### config.mk
export PLATFORM = sky130hd
export DESIGN_NAME = segment_reader
export DESIGN_NICKNAME = d
export VERILOG_FILES = /design/src/rtl/segment_reader.sv
export SDC_FILE = /design/constraint.sdc
export NUM_CORES = 1
export LEC_CHECK = 0
export CORE_MARGIN = 3
export CORE_UTILIZATION = 58
export CTS_CLUSTER_SIZE = 10
export DETAILED_ROUTE_END_ITERATION = 10
export GPL_ROUTABILITY_DRIVEN = 0
export PLACE_DENSITY_LB_ADDON = 0.3
export SYNTH_ARGS = -nofsm -noshare
export SYNTH_HDL_FRONTEND = slang
export SYNTH_SLANG_ARGS = --single-unit
### constraint.sdc
create_clock -name clock -period 8.6 [get_ports clock]
set_input_delay 2.58 -clock clock [delete_from_list [all_inputs] [get_ports clock]]
set_output_delay 2.58 -clock clock [all_outputs]
set_load 0.01 [all_outputs]
### src/rtl/segment_reader.sv
// Seven-segment read-back: samples the multiplexed active-low anode/cathode lines,
// reports each digit once it has been stable, and keeps a packed image of every position.
module segment_reader #(
    parameter int NUM_DIGITS    = 4,
    parameter int STABLE_CYCLES = 4
) (
    input  logic                      clock,
    input  logic                      reset,
    input  logic [NUM_DIGITS-1:0]     an,
    input  logic                      ca,
    input  logic                      cb,
    input  logic                      cc,
    input  logic                      cd,
    input  logic                      ce,
    input  logic                      cf,
    input  logic                      cg,
    output logic                      digit_valid,
    output logic [2:0]                digit_pos,
    output logic [3:0]                digit_value,
    output logic                      digit_error,
    output logic [4*NUM_DIGITS-1:0]   digits_packed,
    output logic                      frame_done
);
    localparam int CW = $clog2(STABLE_CYCLES + 1);

    typedef enum logic [1:0] {IDLE = 2'd0, SETTLE = 2'd1, HELD = 2'd2} state_t;

    logic [NUM_DIGITS-1:0] an_reg, an_prev_reg;
    logic [6:0]            seg_reg, seg_prev_reg;
    state_t                state_reg, state_next;
    logic [CW-1:0]         cnt_reg, cnt_next;
    logic [NUM_DIGITS-1:0] seen_reg, seen_next;
    logic [3:0]            zero_cnt;
    logic                  selected;
    logic [2:0]            sel_pos;
    logic                  same;
    logic                  report;
    logic [3:0]            code;
    logic                  seen_full;

    // Input stage plus a copy of the previous sample for the stability compare.
    always_ff @(posedge clock) begin
        if (reset) begin
            an_reg       <= '1;
            seg_reg      <= '1;
            an_prev_reg  <= '1;
            seg_prev_reg <= '1;
        end else begin
            an_reg       <= an;
            seg_reg      <= {ca, cb, cc, cd, ce, cf, cg};
            an_prev_reg  <= an_reg;
            seg_prev_reg <= seg_reg;
        end
    end

    always_comb begin
        zero_cnt = 4'd0;
        sel_pos  = 3'd0;
        for (int i = 0; i < NUM_DIGITS; i++) begin
            if (!an_reg[i]) begin
                zero_cnt = zero_cnt + 4'd1;
                sel_pos  = 3'(i);
            end
        end
        selected = (zero_cnt == 4'd1);
        same     = (an_reg == an_prev_reg) && (seg_reg == seg_prev_reg);
    end

    always_comb begin
        case (seg_reg)
            7'b0000001: code = 4'h0;
            7'b1001111: code = 4'h1;
            7'b0010010: code = 4'h2;
            7'b0000110: code = 4'h3;
            7'b1001100: code = 4'h4;
            7'b0100100: code = 4'h5;
            7'b0100000: code = 4'h6;
            7'b0001111: code = 4'h7;
            7'b0000000: code = 4'h8;
            7'b0000100: code = 4'h9;
            7'b1111111: code = 4'hA;
            default:    code = 4'hF;
        endcase
    end

    always_comb begin
        seen_next = seen_reg;
        for (int i = 0; i < NUM_DIGITS; i++) begin
            if (sel_pos == 3'(i)) seen_next[i] = 1'b1;
        end
        seen_full = &seen_next;
    end

    always_comb begin
        state_next = state_reg;
        cnt_next   = cnt_reg;
        report     = 1'b0;
        case (state_reg)
            IDLE: begin
                if (selected) begin
                    state_next = SETTLE;
                    cnt_next   = CW'(1);
                end
            end
            SETTLE: begin
                if (!selected) begin
                    state_next = IDLE;
                    cnt_next   = '0;
                end else if (!same) begin
                    cnt_next = CW'(1);
                end else if (cnt_reg >= CW'(STABLE_CYCLES - 1)) begin
                    cnt_next   = CW'(STABLE_CYCLES);
                    state_next = HELD;
                    report     = 1'b1;
                end else begin
                    cnt_next = cnt_reg + CW'(1);
                end
            end
            HELD: begin
                if (!selected) begin
                    state_next = IDLE;
                    cnt_next   = '0;
                end else if (!same) begin
                    state_next = SETTLE;
                    cnt_next   = CW'(1);
                end
            end
            default: begin
                state_next = IDLE;
                cnt_next   = '0;
            end
        endcase
    end

    always_ff @(posedge clock) begin
        if (reset) begin
            state_reg <= IDLE;
            cnt_reg   <= '0;
        end else begin
            state_reg <= state_next;
            cnt_reg   <= cnt_next;
        end
    end

    // The completing report's own bit is dropped so each frame starts empty.
    always_ff @(posedge clock) begin
        if (reset) begin
            digit_valid <= 1'b0;
            digit_error <= 1'b0;
            frame_done  <= 1'b0;
            digit_pos   <= 3'd0;
            digit_value <= 4'd0;
            seen_reg    <= '0;
        end else begin
            digit_valid <= report;
            digit_error <= report && (code == 4'hF);
            frame_done  <= report && seen_full;
            if (report) begin
                digit_pos   <= sel_pos;
                digit_value <= code;
                seen_reg    <= seen_full ? '0 : seen_next;
            end
        end
    end

    generate
        for (genvar gi = 0; gi < NUM_DIGITS; gi++) begin : g_pos
            logic [3:0] entry_reg;
            always_ff @(posedge clock) begin
                if (reset) begin
                    entry_reg <= 4'hA;
                end else if (report && (sel_pos == 3'(gi))) begin
                    entry_reg <= code;
                end
            end
            assign digits_packed[4*gi +: 4] = entry_reg;
        end
    endgenerate

endmodule

==> results by group, run 1 <==
Worst setup path
  • CP max stage delay: 1020 ps
  • CP cell instances: clkdlybuf4s50_1, buf_4, nand2b_1, mux2i_1
  • Worst-case reg-to-reg path depth: 9
  • CP arrival: 4370 ps
  • Worst path depth: 4
  • Top delay family on crit path: buffers and inverters
  • Crit. End Element: flip-flop
  • CP max FO: 32
  • Worst path bufs/invs: 2
  • Slowest CP cell: clkdlybuf4s50_1
  • Startpoint Class: input pin
  • Crit path kind: input pin to flip-flop
  • Critical path data required time: 8790 ps

Global route
  • Largest net degree at the start of global routing: 33
  • Total global-route track usage: 20.9%
  • Initial antenna violation count: 0
  • Vias in the first global route: 2001
  • Grt ovf: 0
  • First-pass GRT wire length: 9120 µm

Synthesis
  • Post-Synth XOR/XNOR Area: under 10%
  • #FFs+latches synth: 56
  • Simple-Gate Fraction of Synth Area: 23.8%
  • Synth warn: 0
  • Net Count, Synth: 300
  • Synth area leaders: dfxtp_1, mux2i_1, or2_2
  • Ys async rst share: 0%
  • Syn avg cell area: 9.67 µm²
  • Register area share after synthesis: 41.1%
  • Largest family of logic cells by synthesized area: simple AND/OR/NAND/NOR gates
  • Main flop type after synthesis: dfxtp_1
  • Complex-gate fraction of the synthesized area: 15.3%
  • EDFF count, synth: 0
  • Adder-Cell Fraction of Synth Area: 2.29%
  • Post-synth top area share: 41.1%
  • Synthesized instance count: 282
  • Netlist cell types: 59
  • Mapped Area: 2730 µm²
  • Multiplexer share of the synthesized area: 6.29%
  • Leading area contributor after synthesis: dfxtp_1

Run status
  • Status: completed

Clocking
  • Cts bufs inserted: 5
  • Maximum clock path buffer count: 2
  • Root Buffer: clkbuf_8
  • CTS tree: yes
  • Clk sink count: 56
  • Setup Buffers After CTS: 0
  • CTS Hold Buffers Added: 0
  • CTS clk-pin slew, worst paths: 90 ps
  • Post_cts resized: 0
  • Worst-skew pair later-pin latency: 320 ps
  • H-tree depth: 2

Pwr
  • Sw Share: 26.4%
  • Leak: 1.20 nW
  • Peak VDD IR: 0.120 mV
  • Clk network pwr share: 30.3%
  • Comb power frac: 11.1%
  • Sequential Power Share: 58.6%
  • P_int: 0.349 mW
  • P_sw: roughly 0.13 mW
  • Pwr dens: approximately 150 nW/µm²

Final layout
  • Area Growth Syn to Fin: 14.0%
  • Finished Cell Area: 3110 µm²
  • Nets@finish: 325
  • # diodes: 0
  • Share of cells above drive strength 1: 15.6%
  • Finished Layout Cells: 360
  • Max FFs per register: 16

Floorplan
  • Die height: 74.6 µm
  • DIE AREA: ~5600 µm²
  • I/O Pins: 39
  • Row cnt: 24
  • Die Span X: 74.6 µm
  • Starting density of the core: 61.3%
  • Core area: 4440 µm²

STA
  • Final setup vio count: 0
  • Hold Fails Final Rpt: 0
  • Setup TNS: 0 ps
  • Final Skew: ~10 ps
  • RSZ-0062 raised after global routing: no
  • Tcrit/Tclk final: 48.6%
  • Tmin final: 4180 ps
  • Slew Limit Fails: 0
  • Maximum clock frequency: 239 MHz
  • Relative slew slack: 43.5%
  • Worst slew pin tran: 844 ps

Placed design
  • Port buffer count: 37
  • Placed Instance Area: a little over 3000 µm²
  • Post-DP HPWL: 3870 µm
  • Placed insts: between 300 and 400

Drt
  • Wire per inst: 15.0 µm
  • Antenna Nets Post-Route: 0
  • Detailed-route DRC error count: 0
  • Drt initial violations: 111
  • Vias/cell: around 5.9
  • Drt total wl: 5400 µm
  • First-pass DRT Iterations: 4
  • Routed via count: roughly 2.1k

Flow run
  • Max Cap Violations: 0

Worst hold path
  • Worst Hold Depth: 2
  • Min-Delay Path Class: flip-flop to flip-flop
## metal layers
| metal | global-route usage [%] | share of wire (%) | vias to the layer above |
|---|---|---|---|
| met5 | 0 | 0 | - |
| met4 | 6.13 | 1.3 | 0 |
| met3 | 4.86 | 4.3 | 8 |
| met2 | 34.0 | 47 | 55 |
| met1 | 27.8 | 47 | 996 |
| li1 | - | - | 1056 |
## final cells by class
class                           count  area (µm²)
Fill cell                         367        1340
Multi-Input combinational cell    196        1420
Clock inverter                      2        16.3
Clock buffer                        6        72.6
Timing Repair Buffer               38         378
Tap cell                           52        65.1
Inverter                           10        37.5
Sequential cell                    56        1120
## cells in the mapped netlist, types with 4 or more instances
master    instances
o21ai_0          10
buf_2             4
mux2i_1          16
nand2b_1          9
clkbuf_8          5
inv_1            10
dfxtp_1          56
xor2_1           11
clkbuf_1          7
or2_2            23
nor2_1           16
a21oi_1          13
a31oi_1           6
nand2_1           8
nor4_1            4
nand3_1           9
ha_1              5
nor3_1            5
a211oi_1          8
## worst min-delay path, stage by stage, from the launching register on
cell	delay, ps
dfxtp_1	320
o21ai_0	70
a21oi_1	60
## final timing paths
path,end,slack (ps),startpoint
min reg2reg,digit_value[3],480,digit_value[3]
max,g_pos[3].entry_reg[2],4420,reset
min,digit_value[3],480,digit_value[3]
max reg2reg,g_pos[3].entry_reg[0],5420,an_reg[1]
## metrics by stage
stage                     power, mW  hold WS [ps]  utilization [%]  setup WS [ps]
final                         0.474           485             69.9           4420
after detailed placement      0.336           471             67.9           4060
after floorplan               0.325           441                -           5320
after CTS                     0.475           484             69.9           4390
after global placement        0.334           462             67.9           4140
after global routing          0.494           508             69.9           4260
## cell usage in the layout, fill, tap and decap left out, drive strengths merged, types with 4 or more instances in the layout
cell,count
a211oi,8
a21oi,13
a221oi,4
a31oi,6
and3,6
clkbuf,6
clkdlybuf4s50,37
dfxtp,56
ha,5
inv,10
mux2i,16
nand2,8
nand2b,9
nand3,10
nand4,5
nor2,16
nor3,6
nor4,5
o21ai,10
or2,23
xor2,11
## cells by family (layout without fill, tap and decap cells)
logic type / count (synthesis) / after routing
buffers and inverters: 30 / 56
and+or+nand+nor: 104 / 104
xor gates and xnor gates: 13 / 13
muxes: 17 / 17
other: 1 / 1
AOI/OAI and AO/OA: 56 / 56
adders and majority gates: 5 / 5
DFF: 56 / 56
## power by group through the flow
stage               registers (mW)  logic (mW)  clock network, mW
floorplan                    0.277      0.0483                  0
global placement             0.283      0.0506                  0
detailed placement           0.284      0.0521                  0
CTS                          0.277      0.0525              0.145
global route                 0.279      0.0589              0.156
finish                       0.278      0.0525              0.144
Power figures use the tool's default switching activity.
==> inputs of run 2 (changes only) <==
CORE_UTILIZATION = 54   (was 58)
clock period = 3.99 ns   (was 8.6 ns; I/O delays follow)
==> run 2 against run 1 <==
Effect of this change: power up 120%; clock skew up 5.7 ps; critical path depth up 5.
==> results by group, run 2 (synthesized netlist as in run 1, its figures left out) <==
Drt
  • Detailed-route DRC error count: 0
  • First-pass DRT Iterations: 5
  • Antenna Nets Post-Route: 0
  • Drt total wl: 5550 µm
  • Vias/cell: about 5.6
  • Routed via count: approximately 2.1k
  • Drt initial violations: 179
  • Wire per inst: 14.8 µm

STA
  • Tmin final: 3130 ps
  • Maximum clock frequency: 319 MHz
  • Fin Hold WS: about 480 ps
  • Relative slew slack: between 40% and 50%
  • Tcrit/Tclk final: 78.6%
  • Setup TNS: 0 ps
  • Slew Limit Fails: 0
  • RSZ-0062 raised after global routing: no
  • Final Skew: 16.0 ps
  • Final setup vio count: 0
  • Final setup margin: 855 ps
  • Worst slew pin tran: approximately 820 ps
  • Hold Fails Final Rpt: 0

Final layout
  • Most frequent cells in the layout: dfxtp_1, clkdlybuf4s50_1, or2_2
  • Max FFs per register: 16
  • Finished Cell Area: between 3000 and 4000 µm²
  • Fill count: between 400 and 500
  • Share of cells above drive strength 1: 15.3%
  • # diodes: 0
  • Commonest non-fill, non-tap cell in the layout: dfxtp_1
  • Area Growth Syn to Fin: 15.0%
  • Nets@finish: between 300 and 400

Global route
  • Met1 Resource Use GR: about 28%
  • Initial antenna violation count: 0
  • First-pass GRT wire length: 10100 µm
  • Total global-route track usage: between 20 and 25%
  • Largest net degree at the start of global routing: 45
  • Vias in the first global route: 2103
  • Met2 Use GR: 33.9%
  • Busiest layer in global routing: met2
  • Grt ovf: 0
  • Met3 Use GR: 3.87%

Clocking
  • H-tree depth: 2
  • CTS tree: yes
  • Worst-skew pair later-pin latency: 310 ps
  • CTS Hold Buffers Added: 0
  • Clk sink count: 56
  • Cts bufs inserted: 5
  • CTS clk-pin slew, worst paths: roughly 100 ps
  • Maximum clock path buffer count: 2
  • Post_cts resized: 0
  • Setup Buffers After CTS: 0
  • Root Buffer: clkbuf_8

Floorplan
  • Row cnt: 25
  • Die Span X: 77.1 µm
  • Core area: around 4800 µm²
  • DIE AREA: 5940 µm²
  • Die height: 77.1 µm
  • I/O Pins: 39
  • Starting density of the core: a little under three fifths

Pwr
  • Pwr Total: approximately 1 mW
  • Pwr dens: 325 nW/µm²
  • Peak VDD IR: around 0.28 mV
  • Leak: 1.20 nW

Flow run
  • Max Cap Violations: 0

Worst setup path
  • Crit path kind: flip-flop to flip-flop
  • Critical path data required time: roughly 4200 ps
  • CP arrival: ~3400 ps
  • Startpoint Class: flip-flop
  • CP max FO: 6
  • Crit. End Element: flip-flop

Placed design
  • Placed Instance Area: 3050 µm²
  • Port buffer count: 37
  • Dpl ws: ~900 ps
  • Post-DP HPWL: between 3000 and 4000 µm

Worst hold path
  • Min-Delay Path Class: flip-flop to flip-flop

Run status
  • Status: completed
==> run 2: changes by cell type in the layout (fill, tap and decap cells not counted) <==
cell / previous run / this run
clkinvlp_4: 1 / 0
buf_4: 1 / 0
clkbuf_1: 1 / 2
buf_12: 0 / 1
==> run 2: stage by stage <==
| stage | utilization [%] | cells |
|---|---|---|
| floorplan | - | 282 |
| global placement | 63.7 | 367 |
| detailed placement | 63.7 | 367 |
| CTS | 65.5 | 375 |
| global route | 65.5 | 375 |
| finish | 65.5 | 375 |
==> run 2: routing by layer <==
metal	share of wire [%]	wire, µm
met3	4.8	268
met5	0	0
met2	49	2710
met4	1.6	88
met1	45	2490
==> run 2: worst max-delay path, stage by stage, from the launching register on <==
cell and delay, ps:
dfxtp_1 420, inv_1 90, ha_1 310, xnor2_1 160
ha_1 320, or4b_1 500, a2bb2oi_1 200, a21oi_1 470
nand3_2 250, a221oi_1 320
==> run 2: worst paths after layout <==
path / slack [ps] / startpoint / end / cells after the start
setup / recovery: 860 / an_reg[1] / seen_reg[1] / 9
hold / removal: 480 / seen_reg[0] / seen_reg[0] / 2
setup reg to reg: 860 / an_reg[1] / seen_reg[1] / 9
hold reg to reg: 480 / seen_reg[0] / seen_reg[0] / 2
==> run 2: power breakdown <==
part / total [mW] / internal [mW] / switching, mW / leakage (nW)
clock network: 0.305 / 0.126 / 0.179 / 0.0424
registers: 0.598 / 0.573 / 0.0250 / 0.457
logic: 0.116 / 0.0539 / 0.0626 / 0.701
total: 1.02 / 0.753 / 0.267 / 1.20
==> run 2: final cells by class <==
class                           instances  area, µm²  share of cell area, %
Clock buffer                            7       76.3                   2.43
Tap cell                               67       83.8                   2.67
Inverter                               10       37.5                   1.20
Timing Repair Buffer                   38        390                   12.5
Clock inverter                          1       8.76                  0.279
Sequential cell                        56       1120                   35.8
Multi-Input combinational cell        196       1420                   45.2
==> inputs of run 3 (changes only) <==
CORE_UTILIZATION = 49   (was 54)
clock period = 2.6 ns   (was 3.99 ns; I/O delays follow)
==> run 3 against run 2 <==
Effect of this change: sequential power is 52% higher; sequential cell count unchanged; register-to-register slack worse by 820 ps; first-iteration DRC count decreased by 26%; die area is 9.4% higher; worst hold slack gained 4.7 ps; clock power grew 59%; critical path type unchanged; critical endpoint is now g_pos[1].entry_reg[3].
==> results by group, run 3 (synthesized netlist as in run 1, its figures left out) <==
Run status
  • Status: completed

Final layout
  • Most frequent cells in the layout: dfxtp_1, clkdlybuf4s50_1, buf_4
  • Share of cells above drive strength 1: 27.8%
  • Commonest non-fill, non-tap cell in the layout: dfxtp_1
  • Max FFs per register: 16
  • Nets@finish: 352
  • # diodes: 0
  • Fill count: 421
  • Area Growth Syn to Fin: 26.4%

Clocking
  • CTS clk-pin slew, worst paths: 110 ps
  • Maximum clock path buffer count: 2
  • H-tree depth: 2
  • Root Buffer: clkbuf_8
  • Cts bufs inserted: 5
  • CTS Hold Buffers Added: 0
  • Clk sink count: 56
  • Worst-skew pair later-pin latency: 310 ps
  • CTS tree: yes

STA
  • Slew Limit Fails: 0
  • Final setup vio count: 0
  • Maximum clock frequency: 390 MHz
  • Relative slew slack: 47.9%
  • RSZ-0062 raised after global routing: yes
  • Hold Fails Final Rpt: 0
  • Tcrit/Tclk final: ~99%
  • Final Skew: 12.2 ps
  • Fin Hold WS: 484 ps
  • Worst slew pin tran: just under 800 ps
  • Final setup margin: 36.1 ps
  • Tmin final: about 2600 ps

Floorplan
  • Starting density of the core: 52.1%
  • Die Span X: 80.6 µm
  • Row cnt: 26
  • I/O Pins: 39
  • DIE AREA: 6490 µm²
  • Die height: slightly above 80 µm
  • Core area: ~5200 µm²

Placed design
  • Dpl ws: -125 ps
  • Post-DP HPWL: 4280 µm
  • Port buffer count: 37

Global route
  • First-pass GRT wire length: around 10000 µm
  • Vias in the first global route: 2144
  • Grt ovf: 0
  • Largest net degree at the start of global routing: 41
  • Initial antenna violation count: 0
  • Total global-route track usage: just under 20%

Flow run
  • Max Cap Violations: 0

Pwr
  • Sequential Power Share: 55.2%
  • Pwr dens: 478 nW/µm²
  • Sw Share: between 20% and 30%
  • Clk network pwr share: 29.4%
  • P_sw: 0.446 mW
  • Peak VDD IR: between 0.3 and 0.4 mV
  • Leak: roughly 1.4 nW
  • P_int: 1.20 mW
  • Comb power frac: 15.4%

Drt
  • Antenna Nets Post-Route: 0
  • Detailed-route DRC error count: 0
  • Drt initial violations: around 130
  • Wire per inst: 15.0 µm
  • Vias/cell: 5.47
  • Routed via count: 2216
  • Drt total wl: ~6100 µm
  • First-pass DRT Iterations: 5

Worst setup path
  • Critical path data required time: about 2800 ps
  • CP max FO: 4
  • CP max stage delay: 520 ps
  • CP cell instances: inv_2, ha_4, xnor2_4, ha_4, or4b_4, a2bb2oi_4, buf_6, a21oi_4, nand3_2, buf_6, mux2i_1
  • CP arrival: 2750 ps
  • Slowest CP cell: or4b_4
  • Crit. End Element: flip-flop
  • Startpoint Class: flip-flop
  • Crit path kind: flip-flop to flip-flop

Worst hold path
  • Min-Delay Path Class: flip-flop to flip-flop
-- run 3: repair_timing --
item	CTS	global route
gates resized for setup	4	14
pin swaps	2	9
buffers inserted	3	3
setup endpoints to repair	13	28
-- run 3: area by class of cell --
type | instances | area (µm²) | area share [%]
clock buffer | 5 | 68.8 | 2.00
clock inverter | 3 | 22.5 | 0.654
timing repair buffer | 65 | 587 | 17.0
multi-input combinational | 196 | 1520 | 44.0
sequential | 56 | 1120 | 32.6
inverter | 10 | 37.5 | 1.09
tap | 70 | 87.6 | 2.54
-- run 3: power by group through the flow --
| stage | combinational [mW] | clock, mW | sequential (mW) |
|---|---|---|---|
| final | 0.253 | 0.485 | 0.911 |
| after global routing | 0.277 | 0.531 | 0.916 |
| after CTS | 0.222 | 0.493 | 0.910 |
| after detailed placement | 0.212 | 0 | 0.930 |
| after global placement | 0.206 | 0 | 0.929 |
| after floorplan | 0.167 | 0 | 0.916 |
-- run 3: worst paths after layout --
kind	start	endpoint	slack, ps	cells after the start
worst max register to register	an_reg[0]	g_pos[1].entry_reg[3]	40	11
worst min register to register	g_pos[2].entry_reg[0]	g_pos[2].entry_reg[0]	480	2
worst min-delay path	g_pos[2].entry_reg[0]	g_pos[2].entry_reg[0]	480	2
worst max-delay path	an_reg[0]	g_pos[1].entry_reg[3]	40	11
-- run 3: metrics by stage --
| step | cells | utilization (%) | power (mW) | area (µm²) | TNS, ps |
|---|---|---|---|---|---|
| floorplan | 282 | - | 1.08 | 2760 | -156 |
| global placement | 391 | 61.5 | 1.13 | 3220 | -29.1 |
| detailed placement | 391 | 61.5 | 1.14 | 3220 | -638 |
| CTS | 402 | 63.8 | 1.63 | 3340 | -102 |
| global route | 405 | 65.8 | 1.72 | 3450 | -418 |
| finish | 405 | 65.8 | 1.65 | 3450 | 0 |
-- run 3: routing by layer --
metal / GRT usage [%] / vias to the layer above / part of all wire, %
met5: 0 / - / 0
met4: 6.42 / 0 / 1.4
met3: 3.70 / 10 / 3.2
met2: 32.1 / 45 / 49
met1: 25.8 / 1056 / 47
li1: - / 1105 / -
-- run 3: worst max-delay path: cells and delay by family (launching register included) --
family / cells / cell delay (ps)
mux: 1 / 120
buf+inv: 3 / 340
flops: 1 / 360
compound gates: 2 / 340
fa+ha+maj: 2 / 480
xor+xnor: 1 / 170
simple gates: 2 / 640
